`config.mk`:
```
export PLATFORM = sky130hd
export DESIGN_NAME = mem_stage
export DESIGN_NICKNAME = d
export VERILOG_FILES = /design/src/rtl/mem_stage_pkg.sv /design/src/rtl/mem_align.sv /design/src/rtl/mem_stage.sv
export SDC_FILE = /design/constraint.sdc
export NUM_CORES = 1
export LEC_CHECK = 0
export CAP_MARGIN = 15
export CORE_AREA = 2 2 148 150
export CTS_CLUSTER_SIZE = 20
export DETAILED_ROUTE_END_ITERATION = 7
export DIE_AREA = 0 0 150 152
export HOLD_SLACK_MARGIN = 0.15
export PLACE_DENSITY = 0.89
export SETUP_SLACK_MARGIN = 0.1
export SLEW_MARGIN = 20
export SYNTH_ARGS = -nofsm -noshare
export SYNTH_HDL_FRONTEND = slang
export SYNTH_HIERARCHICAL = 1
export SYNTH_SLANG_ARGS = --single-unit
export TNS_END_PERCENT = 1
```
`constraint.sdc`:
```
create_clock -name clk -period 6.4 [get_ports clk]
set_input_delay 1.28 -clock clk [delete_from_list [all_inputs] [get_ports clk]]
set_output_delay 1.28 -clock clk [all_outputs]
set_load 0.02 [all_outputs]
```
`src/rtl/mem_stage_pkg.sv`:
```
// Shared definitions for the memory-access stage: load/store opcodes, bus size
// encodings, FSM state type and opcode classification helpers.
package mem_stage_pkg;

  localparam logic [5:0] OP_LB  = 6'h20;
  localparam logic [5:0] OP_LH  = 6'h21;
  localparam logic [5:0] OP_LW  = 6'h23;
  localparam logic [5:0] OP_LBU = 6'h24;
  localparam logic [5:0] OP_LHU = 6'h25;
  localparam logic [5:0] OP_SB  = 6'h28;
  localparam logic [5:0] OP_SH  = 6'h29;
  localparam logic [5:0] OP_SW  = 6'h2B;

  localparam logic [1:0] SIZE_B = 2'd0;
  localparam logic [1:0] SIZE_H = 2'd1;
  localparam logic [1:0] SIZE_W = 2'd2;

  typedef enum logic [1:0] {
    S_IDLE = 2'd0,
    S_REQ  = 2'd1,
    S_WAIT = 2'd2,
    S_DONE = 2'd3
  } state_t;

  function automatic logic is_load_op(input logic [5:0] op);
    return (op == OP_LB) || (op == OP_LBU) || (op == OP_LH) ||
           (op == OP_LHU) || (op == OP_LW);
  endfunction

  function automatic logic is_store_op(input logic [5:0] op);
    return (op == OP_SB) || (op == OP_SH) || (op == OP_SW);
  endfunction

  function automatic logic [1:0] op_size(input logic [5:0] op);
    case (op)
      OP_LB, OP_LBU, OP_SB: return SIZE_B;
      OP_LH, OP_LHU, OP_SH: return SIZE_H;
      default:              return SIZE_W;
    endcase
  endfunction

  // Only real memory ops can be misaligned; ALU ops carry arbitrary results.
  function automatic logic addr_misaligned(input logic [5:0] op, input logic [31:0] addr);
    logic [1:0] size;
    if (!(is_load_op(op) || is_store_op(op))) return 1'b0;
    size = op_size(op);
    case (size)
      SIZE_H:  return addr[0];
      SIZE_W:  return addr[1:0] != 2'b00;
      default: return 1'b0;
    endcase
  endfunction

endpackage

```
`src/rtl/mem_align.sv`:
```
// Combinational data alignment: store-lane replication, load-lane extraction
// with sign/zero extension, and misalignment detection.
module mem_align
  import mem_stage_pkg::*;
(
  input  logic [5:0]  op,
  input  logic [31:0] addr,
  input  logic [31:0] rt,
  input  logic [31:0] rdata,
  output logic [1:0]  size,
  output logic [31:0] wdata,
  output logic [31:0] load_data,
  output logic        misaligned
);

  logic [7:0]  byte_sel;
  logic [15:0] half_sel;

  always_comb begin
    size       = op_size(op);
    misaligned = addr_misaligned(op, addr);

    case (size)
      SIZE_B:  wdata = {4{rt[7:0]}};
      SIZE_H:  wdata = {2{rt[15:0]}};
      default: wdata = rt;
    endcase

    case (addr[1:0])
      2'd0:    byte_sel = rdata[7:0];
      2'd1:    byte_sel = rdata[15:8];
      2'd2:    byte_sel = rdata[23:16];
      default: byte_sel = rdata[31:24];
    endcase
    half_sel = addr[1] ? rdata[31:16] : rdata[15:0];

    case (op)
      OP_LB:   load_data = {{24{byte_sel[7]}}, byte_sel};
      OP_LBU:  load_data = {24'd0, byte_sel};
      OP_LH:   load_data = {{16{half_sel[15]}}, half_sel};
      OP_LHU:  load_data = {16'd0, half_sel};
      default: load_data = rdata;
    endcase
  end

endmodule

```
`src/rtl/mem_stage.sv`:
```
// MIPS memory-access stage: latches execute results, runs one SRAM-like bus
// transaction per load/store and presents the write-back result.
module mem_stage
  import mem_stage_pkg::*;
#(
  parameter logic [31:0] RESET_PC = 32'h0000_0000
) (
  input  logic        clk,
  input  logic        rstn,
  input  logic        stall_in,
  input  logic        exe_valid,
  input  logic [31:0] exe_alu_result,
  input  logic [31:0] exe_rt,
  input  logic [4:0]  exe_write_reg,
  input  logic        exe_reg_write,
  input  logic        exe_mem_read,
  input  logic        exe_mem_write,
  input  logic [31:0] exe_inst,
  input  logic [31:0] exe_pc,
  output logic        data_req,
  output logic        data_wr,
  output logic [1:0]  data_size,
  output logic [31:0] data_addr,
  output logic [31:0] data_wdata,
  input  logic        data_addr_ok,
  input  logic        data_data_ok,
  input  logic [31:0] data_rdata,
  output logic        mem_stall,
  output logic        wb_valid,
  output logic [31:0] wb_result,
  output logic [4:0]  wb_write_reg,
  output logic        wb_reg_write,
  output logic [31:0] pc_out,
  output logic [31:0] inst_out,
  output logic        ex_adel,
  output logic        ex_ades,
  output logic [31:0] bad_vaddr
);

  logic        vld_p0;
  logic [31:0] alu_p0;
  logic [31:0] rt_p0;
  logic [4:0]  write_reg_p0;
  logic        reg_write_p0;
  logic        mem_read_p0;
  logic        mem_write_p0;
  logic [31:0] inst_p0;
  logic [31:0] pc_p0;
  logic [31:0] load_buf_p0;
  state_t      state;

  logic        advance;
  logic [5:0]  exe_op;
  logic        exe_go;
  logic [5:0]  op_p0;
  logic        ld_p0;
  logic        st_p0;
  logic [1:0]  size;
  logic [31:0] wdata;
  logic [31:0] load_data;
  logic        misaligned;

  assign mem_stall = (state == S_REQ) || (state == S_WAIT);
  assign advance   = !stall_in && !mem_stall;
  assign exe_op    = exe_inst[31:26];
  assign exe_go    = exe_valid &&
                     ((exe_mem_read && is_load_op(exe_op)) ||
                      (exe_mem_write && is_store_op(exe_op))) &&
                     !addr_misaligned(exe_op, exe_alu_result);

  // Stage p0: execute -> memory pipeline register, bus FSM and load buffer
  always_ff @(posedge clk or negedge rstn) begin
    if (!rstn) begin
      vld_p0       <= 1'b0;
      alu_p0       <= '0;
      rt_p0        <= '0;
      write_reg_p0 <= '0;
      reg_write_p0 <= 1'b0;
      mem_read_p0  <= 1'b0;
      mem_write_p0 <= 1'b0;
      inst_p0      <= '0;
      pc_p0        <= RESET_PC;
      load_buf_p0  <= '0;
      state        <= S_IDLE;
    end else begin
      if (advance) begin
        vld_p0       <= exe_valid;
        alu_p0       <= exe_alu_result;
        rt_p0        <= exe_rt;
        write_reg_p0 <= exe_write_reg;
        reg_write_p0 <= exe_reg_write;
        mem_read_p0  <= exe_mem_read;
        mem_write_p0 <= exe_mem_write;
        inst_p0      <= exe_inst;
        pc_p0        <= exe_pc;
        state        <= exe_go ? S_REQ : S_IDLE;
      end else begin
        // Handshakes outside REQ/WAIT are spurious and fall through to default.
        case (state)
          S_REQ: begin
            if (data_addr_ok) begin
              if (data_data_ok) begin
                state       <= S_DONE;
                load_buf_p0 <= data_rdata;
              end else begin
                state <= S_WAIT;
              end
            end
          end
          S_WAIT: begin
            if (data_data_ok) begin
              state       <= S_DONE;
              load_buf_p0 <= data_rdata;
            end
          end
          default: state <= state;
        endcase
      end
    end
  end

  assign op_p0 = inst_p0[31:26];
  assign ld_p0 = vld_p0 && mem_read_p0 && is_load_op(op_p0);
  assign st_p0 = vld_p0 && mem_write_p0 && is_store_op(op_p0);

  mem_align u_align (
    .op         (op_p0),
    .addr       (alu_p0),
    .rt         (rt_p0),
    .rdata      (load_buf_p0),
    .size       (size),
    .wdata      (wdata),
    .load_data  (load_data),
    .misaligned (misaligned)
  );

  // Stage p0 outputs: bus request fields and write-back result
  always_comb begin
    data_req     = (state == S_REQ);
    data_wr      = st_p0;
    data_size    = size;
    data_addr    = alu_p0;
    data_wdata   = wdata;
    ex_adel      = ld_p0 && misaligned;
    ex_ades      = st_p0 && misaligned;
    bad_vaddr    = (ex_adel || ex_ades) ? alu_p0 : 32'd0;
    wb_valid     = vld_p0 && ((state == S_IDLE) || (state == S_DONE));
    wb_result    = ld_p0 ? load_data : alu_p0;
    wb_write_reg = write_reg_p0;
    wb_reg_write = wb_valid && reg_write_p0 && !misaligned;
    pc_out       = pc_p0;
    inst_out     = inst_p0;
  end

endmodule

```
==> impl_summary.md, run 1 <==
Placement
The count of buffers added on input and output ports is approximately 380. The weighted congestion reported at the end of routability-driven placement is approximately 0.8. The HPWL after detailed placement is 19.0 mm.

Timing
The final hold violation count is 0. For the pin with the worst max-slew slack, the measured transition is 1.14 ns. Measured against its own limit, the worst slew margin works out to 0.238. Setup violations remaining at the end of the flow were counted as 0. The max-slew violation count is 0. Of the available clock period, the critical path in the final layout requires 0.819. The setup TNS after final layout is 0 ns. The maximum clock rate is 0.191 GHz. The clock period could shrink to 5.24 ns. Across all hold checks on the routed design, the worst slack comes to 0.506 ns.

Clock skew on the completed layout was measured at ~0.014 ns. Setup repair after global routing left no endpoint under its margin.

Finish
Leaving out fill and tap cells, the most frequent cell in the layout is sky130_fd_sc_hd__clkdlybuf4s50_1. The storage element area is 4280 um^2. The number of inserted filler cells in the final layout is 1682. The multi-input combinational cells in the finished layout cover a total of 3970 um^2. Leaving out fill and tap cells, the most frequent cells in the layout are sky130_fd_sc_hd__clkdlybuf4s50_1 (378), sky130_fd_sc_hd__mux2_2 (186), sky130_fd_sc_hd__dfrtp_1 (171). The final-stage net count is around 1200.

The area growth from synthesis to final layout is 52.9%. In the final layout, the share of cells above drive strength 1 is 0.265.

Power
Power spread over the standard cell area amounts to 565 nW/um^2. In this run the static leakage power is 0.00545 uW. VDD sags by at most roughly 0.25 mV.

CTS
The number of clock sinks seen by CTS is 171. The source-to-sink clock delay at the later pin of the worst-skew pair is 0.42 ns. The quantity of hold-fixing buffers added after cts is 0. The number of buffers added by the clock tree synthesis step is 17.

The count of instances resized after the clock tree is built is 0. The clock passes through at most 2 buffers. The CTS tree is built. The H-tree depth is 4.

The root buffer cell chosen for the clock tree is sky130_fd_sc_hd__clkbuf_16. After clock tree synthesis, the clock-pin slew on the worst setup and hold paths is ~0.06 ns. Buffers added to address setup during post-CTS repair amount to 0.

Global route
In the global route stage, overall resource usage came out at 0.227. The via count of the first global-routing pass was between 7000 and 8000. The total overflow left after global routing is 0.

The maximum number of pins on one net before global-route repair is slightly above 80. The initial antenna violation count is 1. The first-pass GRT wire length is 40.2 mm.

Critical path
In this design, the largest share of critical-path delay is due to compound AO/OA/AOI/OAI gates. At the worst endpoint, the arrival time is 3.96 ns. STA classifies the critical path endpoint as a primary output. The classification of the worst setup path is reg2out. Counting both buffers and inverters, the worst setup path holds a total of 1. Walking the worst path, the cells encountered are nand2b_1 > a211o_1 > o32a_1 > nor2_1 > nand4_1 > a21oi_4 > and2_1 > clkdlybuf4s50_1. The cell with the largest stage delay on the worst path is sky130_fd_sc_hd__a211o_1. Of all nets on the critical path, the largest fanout is 32.

The endpoint required time on the critical path is 5.12 ns. The biggest cell delay along the critical path is 0.64 ns. The worst setup path is launched from a flop.

Route
The post-detailed-route via-to-cell ratio is 5.11. The number of nets still failing antenna checks after routing is 0. After detailed routing, the average wire length per cell comes to 19.5 um.

Across all layers, the routed design uses 6695 vias. In this run, the number of DRC markers left after iteration 0 of detailed routing was 348. The number of design rule violations left after detail routing is 0. The sum of routed wire length over all layers is 25.5 mm.

Before antenna repair, the detailed router went through 4 iterations.

Yosys
Counting distinct cell types in the post-synthesis netlist gives 45. The cell area after technology mapping is 8570 um^2. The average instance in the mapped netlist occupies 12.9 um^2. The post-synthesis net count is 840.

For this run, the register share of the synthesized area comes to 0.499. Of the post-synthesis cell area, the dominant cell type holds 0.499. Sorting the synthesized cells by area gives the leading types as sky130_fd_sc_hd__dfrtp_1 (50%), sky130_fd_sc_hd__mux2_2 (24%), sky130_fd_sc_hd__mux2_4 (5.3%). The count of mapped cells out of synthesis is 664. The total number of yosys warnings is 6. The synthesized flop and latch total is 171. The library cell with the largest summed area after synthesis is sky130_fd_sc_hd__dfrtp_1.

Die
The initial standard-cell utilization of the core is 0.402. The number of rows in the core area is 54. During I/O placement, the number of pins put on the boundary was 380. The standard cell core area is 21400 um^2. The floorplan step set the die height to ~150 um. The full die area is 22800 um^2. The die width is 150 um.

Status
The run finished with clean final reports.

Min path
The path class of the tightest hold or removal check is reg2reg.

Run
The total of max-cap violations is 0.
-- cells by family (layout without fill, tap and decap cells) --
family / after synthesis / count (layout) / synth area share
compound gates: 44 / 44 / 0.0311
mux: 234 / 234 / 0.330
flops: 171 / 171 / 0.499
simple gates: 155 / 155 / 0.0966
fa+ha+maj: 2 / 2 / 0.00292
buf+inv: 58 / 423 / 0.0407
other cells: 0 / 1 / 0
-- worst paths after layout --
path | from | end | slack (ns) | cells past startpoint
setup / recovery | inst_out[30] | bad_vaddr[30] | 1.16 | 8
hold / removal | pc_out[3] | pc_out[3] | 0.51 | 1
setup reg to reg | state[0] | inst_out[14] | 3.83 | 6
hold reg to reg | pc_out[3] | pc_out[3] | 0.51 | 1
max in group asynchronous | rstn | pc_out[23] | 4.30 | 2
min in group asynchronous | rstn | data_addr[10] | 0.92 | 1
-- power by group --
| group | total (uW) | leakage (uW) | internal, uW | switching (uW) |
|---|---|---|---|---|
| combinational | 4100 | 0.00314 | 2230 | 1880 |
| sequential | 2190 | 0.00201 | 1650 | 537 |
| clock | 1120 | 0.000293 | 667 | 451 |
| total | 7410 | 0.00545 | 4540 | 2860 |
-- cell usage after synthesis, drive strengths merged --
cell and instances:
mux2 217, dfrtp 171, nand2 60, buf 37, and2 34, o21ai 17
clkbuf 15, nand3b 12, nor2 12, a21oi 11, nand4 11, mux2i 9
mux4 8, nand3 8, o22ai 8, inv 6, nand2b 5, nor2b 3
nor3 3, ha 2, a211o 1, a211oi 1, a22o 1, a31oi 1
and3 1, and3b 1, nor4b 1, o211a 1, o211ai 1, o32a 1
o32ai 1, or2 1, or2b 1, or3 1, or4b 1
-- per-stage QoR --
step                      total power [uW]  utilization  setup WS, ns  std cells  cell area [um^2]
after global placement                6210        0.584          1.61       1279             12500
after detailed placement              6320        0.584          1.39       1279             12500
final                                 7410        0.614          1.16       1310             13100
after CTS                             7460        0.614         0.846       1309             13100
after floorplan                       4570            -          2.63        664              8570
after global routing                  7810        0.614         0.945       1310             13100
-- per-layer routing --
layer	routed length, um	GRT usage
met5	0	0
met4	770	0.0912
met3	1820	0.0586
met2	12900	0.391
met1	9960	0.268
-- layout make-up --
class / count / area share
Antenna cell: 1 / 0.000191
Clock buffer: 18 / 0.0335
Clock inverter: 12 / 0.0143
Inverter: 6 / 0.00172
Multi-Input combinational cell: 435 / 0.303
Sequential cell: 171 / 0.326
Tap cell: 280 / 0.0267
Timing Repair Buffer: 387 / 0.294
Power figures use the tool's default switching activity.
==> run 2, diff against run 1 <==
--- a/config.mk
+++ b/config.mk
@@ -6,12 +6,12 @@
 export NUM_CORES = 1
 export LEC_CHECK = 0
 export CAP_MARGIN = 15
-export CORE_AREA = 2 2 148 150
+export CORE_AREA = 2 2 149 151
 export CTS_CLUSTER_SIZE = 20
 export DETAILED_ROUTE_END_ITERATION = 7
-export DIE_AREA = 0 0 150 152
+export DIE_AREA = 0 0 151 153
 export HOLD_SLACK_MARGIN = 0.15
-export PLACE_DENSITY = 0.89
+export PLACE_DENSITY = 0.88
 export SETUP_SLACK_MARGIN = 0.1
 export SLEW_MARGIN = 20
 export SYNTH_ARGS = -nofsm -noshare
==> constraint.sdc (replaced) <==
create_clock -name clk -period 5.21 [get_ports clk]
set_input_delay 1.042 -clock clk [delete_from_list [all_inputs] [get_ports clk]]
set_output_delay 1.042 -clock clk [all_outputs]
set_load 0.02 [all_outputs]
==> run 2 against run 1 <==
  * Combinational power up 24%
  * Setup slack worse by 0.45 ns
  * Final area down 0.19%
  * Clock-buffer cell count down 1
  * Critical path depth down 2
  * Critical path type unchanged
==> impl_summary.md, run 2 (same netlist as run 1, synthesis figures left out) <==
Critical path
The highest fanout seen on the critical path is 26 (was 32). The classification of the worst setup path is reg2out (unchanged). The kind of start point of the critical path is a flop (unchanged). The arrival time of data at the critical path endpoint is 3.47 ns (was 3.96 ns). The endpoint required time on the critical path is 4.17 ns (was 5.12 ns).

The endpoint class of the critical path is a primary output (unchanged). The number of cell instances on the worst register-to-register path is 6 (unchanged).

Finish
The total non-filler cell area in the finished layout came to 13100 um^2 (about the same). The number of inserted filler cells in the final layout is 1679 (was 1682). Commonest cells after routing, fill and taps aside: sky130_fd_sc_hd__clkdlybuf4s50_1 (378), sky130_fd_sc_hd__mux2_2 (186), sky130_fd_sc_hd__dfrtp_1 (171) (unchanged). The most frequent standard cell in the layout excluding fill and tap cells is sky130_fd_sc_hd__clkdlybuf4s50_1 (unchanged).

The area growth from synthesis to final layout was 52.6% (was 52.9%). The fraction of layout instances using a drive strength above 1 was 0.267 (was 0.265). The final-stage net count is 1196 (was 1194).

Timing
The setup TNS after final layout is 0 ns (unchanged). The max-slew violation count is 0 (unchanged). Derived from the worst setup path, the maximum achievable clock frequency is approximately 0.22 GHz. The final setup violation count is 0 (unchanged). The post-route fraction of the period consumed by the critical path is 0.865.

The transition at the pin with the smallest max-transition slack is 0.969 ns (was 1.14 ns). The final hold violation count was 0 (unchanged). The largest clock skew in the final design is 0.0113 ns (was 0.0143 ns). The worst slew margin relative to its limit is 0.354 (was 0.238). The post-route minimum period is 4.51 ns. Unrepaired setup endpoints after global routing: false (unchanged). The hold slack is 0.507 ns (was 0.506 ns).

CTS
The number of setup buffers added after CTS came to 0 (unchanged). The CTS tree is built (unchanged). The number of clock sinks seen by CTS is 171 (unchanged). The maximum number of buffers from clock root to sink is 2 (unchanged).

The root buffer cell is sky130_fd_sc_hd__clkbuf_16 (unchanged). The number of buffers added by the clock tree synthesis step was 17 (unchanged). The quantity of hold-fixing buffers added after cts is 0 (unchanged). The CTS clock-pin slew for the worst setup and hold paths is 0.07 ns (was 0.06 ns). The count of instances resized after the clock tree is built was 0 (unchanged).

The H-tree depth is 4 (unchanged). The source-to-sink clock delay at the later pin of the worst-skew pair is 0.41 ns (was 0.42 ns).

Global route
The via count of the first global-routing pass came to 7271 (was 7160). The first-pass GRT wire length came to 40.7 mm (was 40.2 mm). The initial antenna violation count was 3 (was 1). The total grt overflow is 0 (unchanged). The maximum number of pins on one net before global-route repair was 112 (was 81). The total global-route track usage came to 0.229 (was 0.227).

Min path
The hold-critical path depth came to 1 (unchanged). The class of the tightest hold or removal check is reg2reg (unchanged).

Route
The average wire per cell in the routed design was 20.0 um (was 19.5 um). The first-pass iteration count of the detailed router is 4 (unchanged). The initial DRC count is 225 (was 348). The number of vias in the routed layout is 6711 (was 6695). The sum of routed wire length over all layers was 26.3 mm (was 25.5 mm). The number of design rule violations left after detail routing is 0 (unchanged). The post-detailed-route via-to-cell ratio came to 5.10 (was 5.11). The number of nets still failing antenna checks after routing was 0 (unchanged).

Die
The initial standard-cell utilization of the core was 0.399 (was 0.402). The standard cell core area is 21500 um^2 (was 21400 um^2). The height of the die is 153 um (was 152 um).

The number of rows in the core area was 54 (unchanged). The count of pins on the block boundary is 380 (unchanged). The full die area is 23100 um^2 (was 22800 um^2).

The die width came to 151 um (was 150 um).

Placement
The HPWL after detailed placement is 19.9 mm (was 19.0 mm). The area after detailed placement is 12500 um^2 (about the same). The weighted congestion reported at the end of routability-driven placement is 0.852 (was 0.822). The total of buffers placed on input and output ports is 379 (unchanged).

Power
The largest vdd supply drop was 0.369 mV (was 0.254 mV). The total power density per cell area was 689 nW/um^2 (was 565 nW/um^2). The standby leakage power is 0.00545 uW (about the same). The total chip power is 9010 uW (was 7410 uW).

Status
Run status: complete, no violations (unchanged).

Run
The total of max-cap violations is 0 (unchanged).
## run 2: cell count changes in the layout (fill, tap and decap cells not counted), sizes merged, moves of 2 or more
cell      delta
clkinv       +2
clkinvlp     -3
diode        +2
bufinv       -3
inv          +6
buf          +2
## run 2: per-stage QoR
stage	cells	utilization	setup slack, ns
after floorplan	664	-	1.68
after global placement	1281	0.582	1.18
after detailed placement	1281	0.582	1.12
after CTS	1312	0.609	0.656
after global routing	1313	0.609	0.551
final	1315	0.609	0.701
## run 2: power by group
| part | switching [uW] | internal, uW | total, uW |
|---|---|---|---|
| logic | 2330 | 2750 | 5070 |
| registers | 654 | 2020 | 2680 |
| clock network | 580 | 679 | 1260 |
| total | 3560 | 5450 | 9010 |
## run 2: worst paths after layout
path                         startpoint         endpoint  slack, ns
hold reg to reg            inst_out[22]     inst_out[22]       0.51
max in group asynchronous          rstn  load_buf_p0[22]       3.44
setup reg to reg               state[0]    data_addr[26]       3.16
hold / removal             inst_out[22]     inst_out[22]       0.51
min in group asynchronous          rstn    data_addr[10]       0.67
setup / recovery           inst_out[27]    wb_result[18]       0.70
## run 2: critical path: stages, from the launching register on
cell and delay (ns):
sky130_fd_sc_hd__dfrtp_1 0.48, sky130_fd_sc_hd__or4b_1 1.00, sky130_fd_sc_hd__a211oi_2 0.37, sky130_fd_sc_hd__o21ai_2 0.28, sky130_fd_sc_hd__nand2_1 0.16, sky130_fd_sc_hd__mux2_4 0.15
sky130_fd_sc_hd__clkdlybuf4s50_1 0.61
## run 2: final cells by class
type | instances | area, um^2 | area share
Antenna cell | 3 | 7.51 | 0.000574
Inverter | 6 | 22.5 | 0.00172
Clock inverter | 14 | 149 | 0.0114
Clock buffer | 17 | 425 | 0.0325
Sequential cell | 171 | 4280 | 0.327
Tap cell | 280 | 350 | 0.0268
Timing Repair Buffer | 389 | 3880 | 0.297
Multi-Input combinational cell | 435 | 3970 | 0.303
## run 2: per-layer routing
layer | vias to the layer above | GRT usage | share of wire
met5 | - | 0 | 0
met4 | 0 | 0.0823 | 0.030
met3 | 46 | 0.0773 | 0.079
met2 | 287 | 0.401 | 0.52
met1 | 3304 | 0.257 | 0.37
li1 | 3074 | - | -
